**src/rtl/quad_speed_sampler.sv**
```systemverilog
// quad_speed_sampler: X4 quadrature decoder with a fixed-length count window.
// Every PERIOD clocks the signed edge count of the window is handed to the
// downstream speed filter over a req/ack handshake (enable/over).
module quad_speed_sampler #(
  parameter int unsigned PERIOD  = 50000,
  parameter logic [31:0] CNT_SAT = 32'h7FFF_FFFF
) (
  input  logic        clk,
  input  logic        rst,
  input  logic        enc_a,
  input  logic        enc_b,
  input  logic        run,
  output logic [31:0] dataout,
  output logic        enable,
  input  logic        over,
  output logic        ovf,
  output logic        missed,
  output logic        glitch
);

  localparam int unsigned   CW = (PERIOD > 1) ? $clog2(PERIOD) : 1;
  localparam logic [CW-1:0] TC = CW'(PERIOD - 1);

  // Saturation limits held in 34 bits so acc + step can never wrap before
  // it is compared against them.
  localparam logic signed [33:0] SAT_P = $signed({2'b00, CNT_SAT});
  localparam logic signed [33:0] SAT_N = -SAT_P;

  typedef enum logic [1:0] {
    S_IDLE,
    S_REQ,
    S_CLR
  } state_t;

  // Input path registers
  logic        r_a_meta, r_a_sync;
  logic        r_b_meta, r_b_sync;
  logic [1:0]  r_prev;
  logic        r_glitch;

  // Count window registers
  logic [31:0]   r_acc;
  logic [CW-1:0] r_cnt;
  logic          r_ovf;

  // Handshake registers
  state_t      r_state;
  state_t      w_state_nxt;
  logic [31:0] r_dataout;
  logic        r_missed;

  // Combinational decode / datapath
  logic [1:0]         w_cur;
  logic signed [1:0]  w_step;
  logic               w_illegal;
  logic signed [33:0] w_sum;
  logic [31:0]        w_sat;
  logic               w_clamp;
  logic               w_close;
  logic               w_take;
  logic               w_miss;

  assign w_cur = {r_a_sync, r_b_sync};

  // Two-flop synchronizers, previous-state register and sticky glitch flag.
  // NOTE: clocked state is written with <= so every flop samples the values
  // from before the edge; a blocking = here would collapse the sync chain.
  always_ff @(posedge clk) begin
    if (rst) begin
      r_a_meta <= 1'b0;
      r_a_sync <= 1'b0;
      r_b_meta <= 1'b0;
      r_b_sync <= 1'b0;
      r_prev   <= 2'b00;
      r_glitch <= 1'b0;
    end else begin
      r_a_meta <= enc_a;
      r_a_sync <= r_a_meta;
      r_b_meta <= enc_b;
      r_b_sync <= r_b_meta;
      r_prev   <= w_cur;
      if (w_illegal) r_glitch <= 1'b1;
    end
  end

  // X4 step decode of {prev,cur}: Gray order 00->01->11->10->00 is +1.
  // NOTE: every output gets a default before the case, so no path leaves a
  // signal unassigned and no latch is inferred.
  always_comb begin
    w_step    = 2'sb00;
    w_illegal = 1'b0;
    case ({r_prev, w_cur})
      4'b0001, 4'b0111, 4'b1110, 4'b1000: w_step = 2'sb01;  // forward
      4'b0100, 4'b1101, 4'b1011, 4'b0010: w_step = 2'sb11;  // reverse
      4'b0011, 4'b1100, 4'b0110, 4'b1001: w_illegal = 1'b1;  // both bits moved
      default: ;
    endcase
  end

  assign w_sum = $signed({{2{r_acc[31]}}, r_acc}) + $signed({{32{w_step[1]}}, w_step});

  // Clamp acc + step to +/-CNT_SAT; this value is both the next accumulator
  // and, on the terminal cycle, the sample, so the closing step lands once.
  always_comb begin
    w_sat   = w_sum[31:0];
    w_clamp = 1'b0;
    if (w_sum > SAT_P) begin
      w_sat   = SAT_P[31:0];
      w_clamp = 1'b1;
    end else if (w_sum < SAT_N) begin
      w_sat   = SAT_N[31:0];
      w_clamp = 1'b1;
    end
  end

  assign w_close = run && (r_cnt == TC);

  // Window counter and accumulator; both held at zero while run is low so
  // the first window after enabling is a full PERIOD long.
  always_ff @(posedge clk) begin
    if (rst) begin
      r_acc <= '0;
      r_cnt <= '0;
      r_ovf <= 1'b0;
    end else if (!run) begin
      r_acc <= '0;
      r_cnt <= '0;
    end else begin
      if (w_clamp) r_ovf <= 1'b1;
      if (w_close) begin
        r_acc <= '0;
        r_cnt <= '0;
      end else begin
        r_acc <= w_sat;
        r_cnt <= r_cnt + 1'b1;
      end
    end
  end

  // Handshake next state: a close is only accepted from IDLE; CLR waits for
  // over to drop so enable is never raised into a still-high acknowledge.
  always_comb begin
    w_state_nxt = r_state;
    w_take      = 1'b0;
    case (r_state)
      S_IDLE: begin
        if (w_close) begin
          w_take      = 1'b1;
          w_state_nxt = S_REQ;
        end
      end
      S_REQ:   if (over) w_state_nxt = S_CLR;
      S_CLR:   if (!over) w_state_nxt = S_IDLE;
      default: w_state_nxt = S_IDLE;
    endcase
  end

  assign w_miss = w_close && (r_state != S_IDLE);

  // Handshake state register, sample capture and sticky missed flag.
  always_ff @(posedge clk) begin
    if (rst) begin
      r_state   <= S_IDLE;
      r_dataout <= '0;
      r_missed  <= 1'b0;
    end else begin
      r_state <= w_state_nxt;
      if (w_take) r_dataout <= w_sat;
      if (w_miss) r_missed <= 1'b1;
    end
  end

  assign enable  = (r_state == S_REQ);
  assign dataout = r_dataout;
  assign ovf     = r_ovf;
  assign missed  = r_missed;
  assign glitch  = r_glitch;

endmodule

```
**config.mk**
```make
export PLATFORM = sky130hd
export DESIGN_NAME = quad_speed_sampler
export DESIGN_NICKNAME = d
export VERILOG_FILES = /design/src/rtl/quad_speed_sampler.sv
export SDC_FILE = /design/constraint.sdc
export NUM_CORES = 1
export LEC_CHECK = 0
export CAP_MARGIN = 20
export CORE_MARGIN = 2
export CORE_UTILIZATION = 55
export CTS_BUF_LIST = sky130_fd_sc_hd__clkbuf_4
export CTS_CLUSTER_DIAMETER = 150
export DETAILED_ROUTE_END_ITERATION = 16
export MAX_ROUTING_LAYER = met4
export PLACE_DENSITY = 0.77
export SYNTH_ARGS = -nofsm -noshare
export SYNTH_HDL_FRONTEND = slang
export SYNTH_SLANG_ARGS = --single-unit
```
**constraint.sdc**
```tcl
create_clock -name clk -period 8.7 [get_ports clk]
set_input_delay 1.74 -clock clk [delete_from_list [all_inputs] [get_ports clk]]
set_output_delay 1.74 -clock clk [all_outputs]
set_load 0.01 [all_outputs]
```
==> metrics.log <==
[metrics] total non-filler cell area in the finished layout: 6660 µm²
[metrics] Lkg Pwr: ~2.5 nW
[metrics] R2R cell count: 14
[metrics] Remaining DRCs: 0
[metrics] dominant cells by area after synthesis: dfxtp_1 30%, ha_1 6.8%, a21oi_1 5.2%
[metrics] cell with the most instances after synthesis: dfxtp_1
[metrics] Worst Setup End Kind: register
[metrics] Worst Setup Path Type: reg -> reg
[metrics] half-perimeter wire length after detailed placement: ~12000 µm
[metrics] cell at the slowest stage of the critical path: a211oi_1
[metrics] Setup crit start kind: register
[metrics] post-synth top area cell: dfxtp_1
[metrics] number of placement rows: 38
[metrics] TritonCTS clock tree: built
[metrics] fin nets: approximately 790
[metrics] fin. max-slew vios: 0
[metrics] leading post-synthesis cells by instance count: 91 x dfxtp_1, 80 x nor2_1, 63 x a21oi_1
[metrics] switching share of power: 35.4%
[metrics] Initial Util: a little under three fifths
[metrics] endpoint of the most critical register-to-register path: r_acc[8]
[metrics] core outline area: 10800 µm²
[metrics] register share of total power: between 40% and 50%
[metrics] number of global-route vias before repair: approximately 5400
[metrics] crit path buf inv count: 3
[metrics] setup-violating endpoint count in the final report: 0
[metrics] routability congestion estimate: roughly 1.0
[metrics] depth of the CTS H-tree: 3
[metrics] share of cells above drive strength 1: 7.01%
[metrics] Clk network pwr share: 28.0%
[metrics] minimum clock period: between 5 and 6 ns
[metrics] first drt pass iteration count: 5
[metrics] synthesis-to-layout area growth: 10.2%
[metrics] number of distinct library cell variants in the gate-level netlist after synthesis: 74
[metrics] synthesized netlist cell count: 739
[metrics] cell depth of the worst min-delay path: 1
[metrics] Clock Path Buffers: 2
[metrics] logic gate share of total power: 28.4%
[metrics] Yosys Warn Count: 0
[metrics] CTS sink cnt: 91
[metrics] tightest slew margin relative to the limit: 34.0%
[metrics] fin cells: 896
[metrics] TritonCTS buffer count: 9
[metrics] total instance count after detailed placement: 880
[metrics] wire length reported by the detailed router: about 17000 µm
[metrics] power density normalized to cell area: 151 nW/µm²
[metrics] total routing usage reported by global routing: 29.9%
[metrics] Total Die Area: 11800 µm²
[metrics] required time worst endpoint: 9.01 ns
[metrics] cell family contributing the most delay on the critical path: compound AO/OA/AOI/OAI gates
[metrics] maximum ir drop on the vdd rail: approximately 0.12 mV
[metrics] outcome: finished, final reports clean
[metrics] maximum number of pins on one net before global-route repair: 44
[metrics] most used flip-flop cell after synthesis: dfxtp_1
[metrics] average wire length per cell after detail routing: 18.7 µm
[metrics] end of the worst hold path: r_cnt[0]
[metrics] async set-reset flop share out of synthesis: 0%
[metrics] clock latency reported for the late side of the worst-skew pair: 0.47 ns
[metrics] syn nets: 779
[metrics] Avg Synthesized Cell Area: 8.17 µm²
[metrics] total setup buffers inserted after CTS: 0
[metrics] number of flops mapped to enable cells by yosys: 0
[metrics] global-route wire length before repair: 27000 µm
[metrics] start point of the worst hold path: r_cnt[0]
[metrics] hold_ws: 0.458 ns
[metrics] instance area after placement: 6480 µm²
[metrics] Port-buffer cells: 41
[metrics] worst clock skew: between 0.015 and 0.02 ns
[metrics] Fmax achieved: ~190 MHz
[metrics] overall die height: 109 µm
[metrics] Final period util: 60.6%
[metrics] antenna diode count: 0
[metrics] Setup TNS Final: 0 ns
[metrics] grt ovf: 0
[metrics] antenna violations before repair: 0
[metrics] max-capacitance violation count: 0
[metrics] clock slew seen by the registers of the worst setup and hold paths: 0.15 ns
[metrics] endpoint arrival time on the critical path: 5.58 ns
[metrics] sequential share of the synthesized area: between 30% and 40%
[metrics] setup repair after global routing missed its margin: false
[metrics] post-route ant nets: 0
[metrics] worst hold-check path type: reg -> reg
[metrics] Die X: between 100 and 150 µm
[metrics] initial DRC count: 556
[metrics] IO Pins: 42
[metrics] post_cts resized: 0
[metrics] cells along the critical path: xor2_1 > or2_2 > inv_1 > buf_4 > ha_1 > a21oi_1 > o21ai_0 > a211oi_1 > o21ai_0 > a211o_1 > or4bb_1 > o31ai_4 > buf_4 > a221oi_1
[metrics] Clk Tree Root Cell: clkbuf_4
[metrics] internal power component: 0.648 mW
[metrics] Reg-to-Reg Start: r_b_sync
[metrics] Max FO, Critical Path: 37
[metrics] hold buffers post-CTS: 0
[metrics] post-synthesis instance area: 6040 µm²
[metrics] flip-flop and latch count after synthesis: 91
[metrics] total count of hold-check failures in the final report: 0
[metrics] Register-to-Register Setup Slack: between 3 and 4 ns
[metrics] net switching power figure: 0.355 mW
[metrics] Synth top area share: 30.2%
[metrics] via count: slightly below 6000
[metrics] actual slew at the worst max-slew pin: 0.989 ns
[metrics] slowest stage delay, CP: 0.60 ns
[metrics] number of vias per cell: 6.46
worst max path at each step:
stage	startpoint	endpoint	cells after the start
final	r_b_sync	r_acc[8]	14
after global routing	r_b_sync	r_acc[8]	14
after CTS	r_b_sync	r_acc[19]	14
after detailed placement	r_b_sync	r_acc[19]	14
after global placement	r_b_sync	r_acc[22]	14
after floorplan	r_b_sync	dataout[11]	14
final cells by class:
type / instances / area, µm²
Clock buffer: 10 / 75.1
Clock inverter: 6 / 96.3
Fill cell: 962 / 4140
Inverter: 15 / 56.3
Multi-Input combinational cell: 583 / 3950
Sequential cell: 91 / 1820
Tap cell: 140 / 175
Timing Repair Buffer: 51 / 480
kinds of logic (layout without fill, tap and decap cells):
group	count (synthesis)	after routing	share of synthesized area (%)
AOI/OAI and AO/OA	257	257	30.0
and+or+nand+nor	239	239	20.1
DFF	91	91	30.2
buffers and inverters	65	82	4.60
xor gates and xnor gates	46	46	6.80
adders and majority gates	40	40	8.16
muxes	1	1	0.166
cells in the final DEF, fill, tap and decap left out, types with 4 or more instances in the layout:
| cell type | Yosys | routed |
|---|---|---|
| a221oi_1 | 16 | 16 |
| a31oi_1 | 4 | 4 |
| buf_4 | 0 | 10 |
| ha_1 | 33 | 33 |
| o31ai_1 | 7 | 7 |
| o21bai_1 | 4 | 4 |
| and4_1 | 5 | 5 |
| a211oi_2 | 10 | 10 |
| nor2b_1 | 8 | 8 |
| o211ai_1 | 14 | 14 |
| xnor2_1 | 20 | 20 |
| xor2_1 | 25 | 25 |
| a21oi_1 | 63 | 63 |
| nor3_1 | 16 | 15 |
| and2_1 | 8 | 8 |
| inv_1 | 14 | 14 |
| o21a_1 | 4 | 4 |
| nor2_1 | 80 | 79 |
| clkbuf_4 | 0 | 10 |
| a211o_1 | 4 | 4 |
| nand2b_1 | 12 | 12 |
| nor3b_1 | 4 | 4 |
| nand3_1 | 15 | 15 |
| dfxtp_1 | 91 | 91 |
| maj3_1 | 6 | 6 |
| a211oi_1 | 39 | 39 |
| or3_1 | 6 | 6 |
| and3_1 | 8 | 8 |
| nand2_1 | 42 | 42 |
| a21o_1 | 11 | 11 |
| clkdlybuf4s50_1 | 0 | 40 |
| nand4_1 | 11 | 11 |
| nor4_1 | 6 | 6 |
| o21ai_0 | 44 | 44 |
through the flow:
| step | total power, mW | utilization, % | setup WS (ns) |
|---|---|---|---|
| floorplan | 0.658 | - | 4.28 |
| global placement | 0.719 | 60.1 | 3.65 |
| detailed placement | 0.724 | 60.1 | 3.61 |
| CTS | 0.998 | 61.7 | 3.56 |
| global route | 1.05 | 61.7 | 3.23 |
| finish | 1.00 | 61.7 | 3.43 |
registers in the layout, indices dropped and copies added, names as in the netlist:
signal / cells
dataout: 32
glitch: 1
missed: 1
ovf: 1
r_a_meta: 1
r_a_sync: 1
r_acc: 32
r_b_meta: 1
r_b_sync: 1
r_cnt: 16
r_prev: 2
r_state: 2
power groups by stage:
stage                     combinational [mW]  sequential, mW  clock [mW]
after floorplan                        0.214           0.444           0
after global placement                 0.273           0.446           0
after global routing                   0.309           0.438       0.300
after CTS                              0.280           0.437       0.282
final                                  0.285           0.437       0.281
after detailed placement               0.278           0.446           0
routing by layer:
metal  routed length [µm]  track usage [%]  share of wire, %  vias to the layer above
met4                  354             9.16               2.1                        0
met5                    0                -                 0                        -
li1                     -                -                 -                     2792
met3                  993             4.48               5.9                       37
met2                 7780             48.2                46                      195
met1                 7650             38.8                46                     2767
worst reg2reg max path: cells and delay by family, from the launching register on:
family | cells | cell delay [ns]
buf+inv | 3 | 0.88
flops | 1 | 0.37
fa+ha+maj | 1 | 0.42
compound gates | 7 | 2.35
xor+xnor | 1 | 0.17
simple gates | 2 | 0.91
Note: power is estimated with default switching activity, not from simulation.
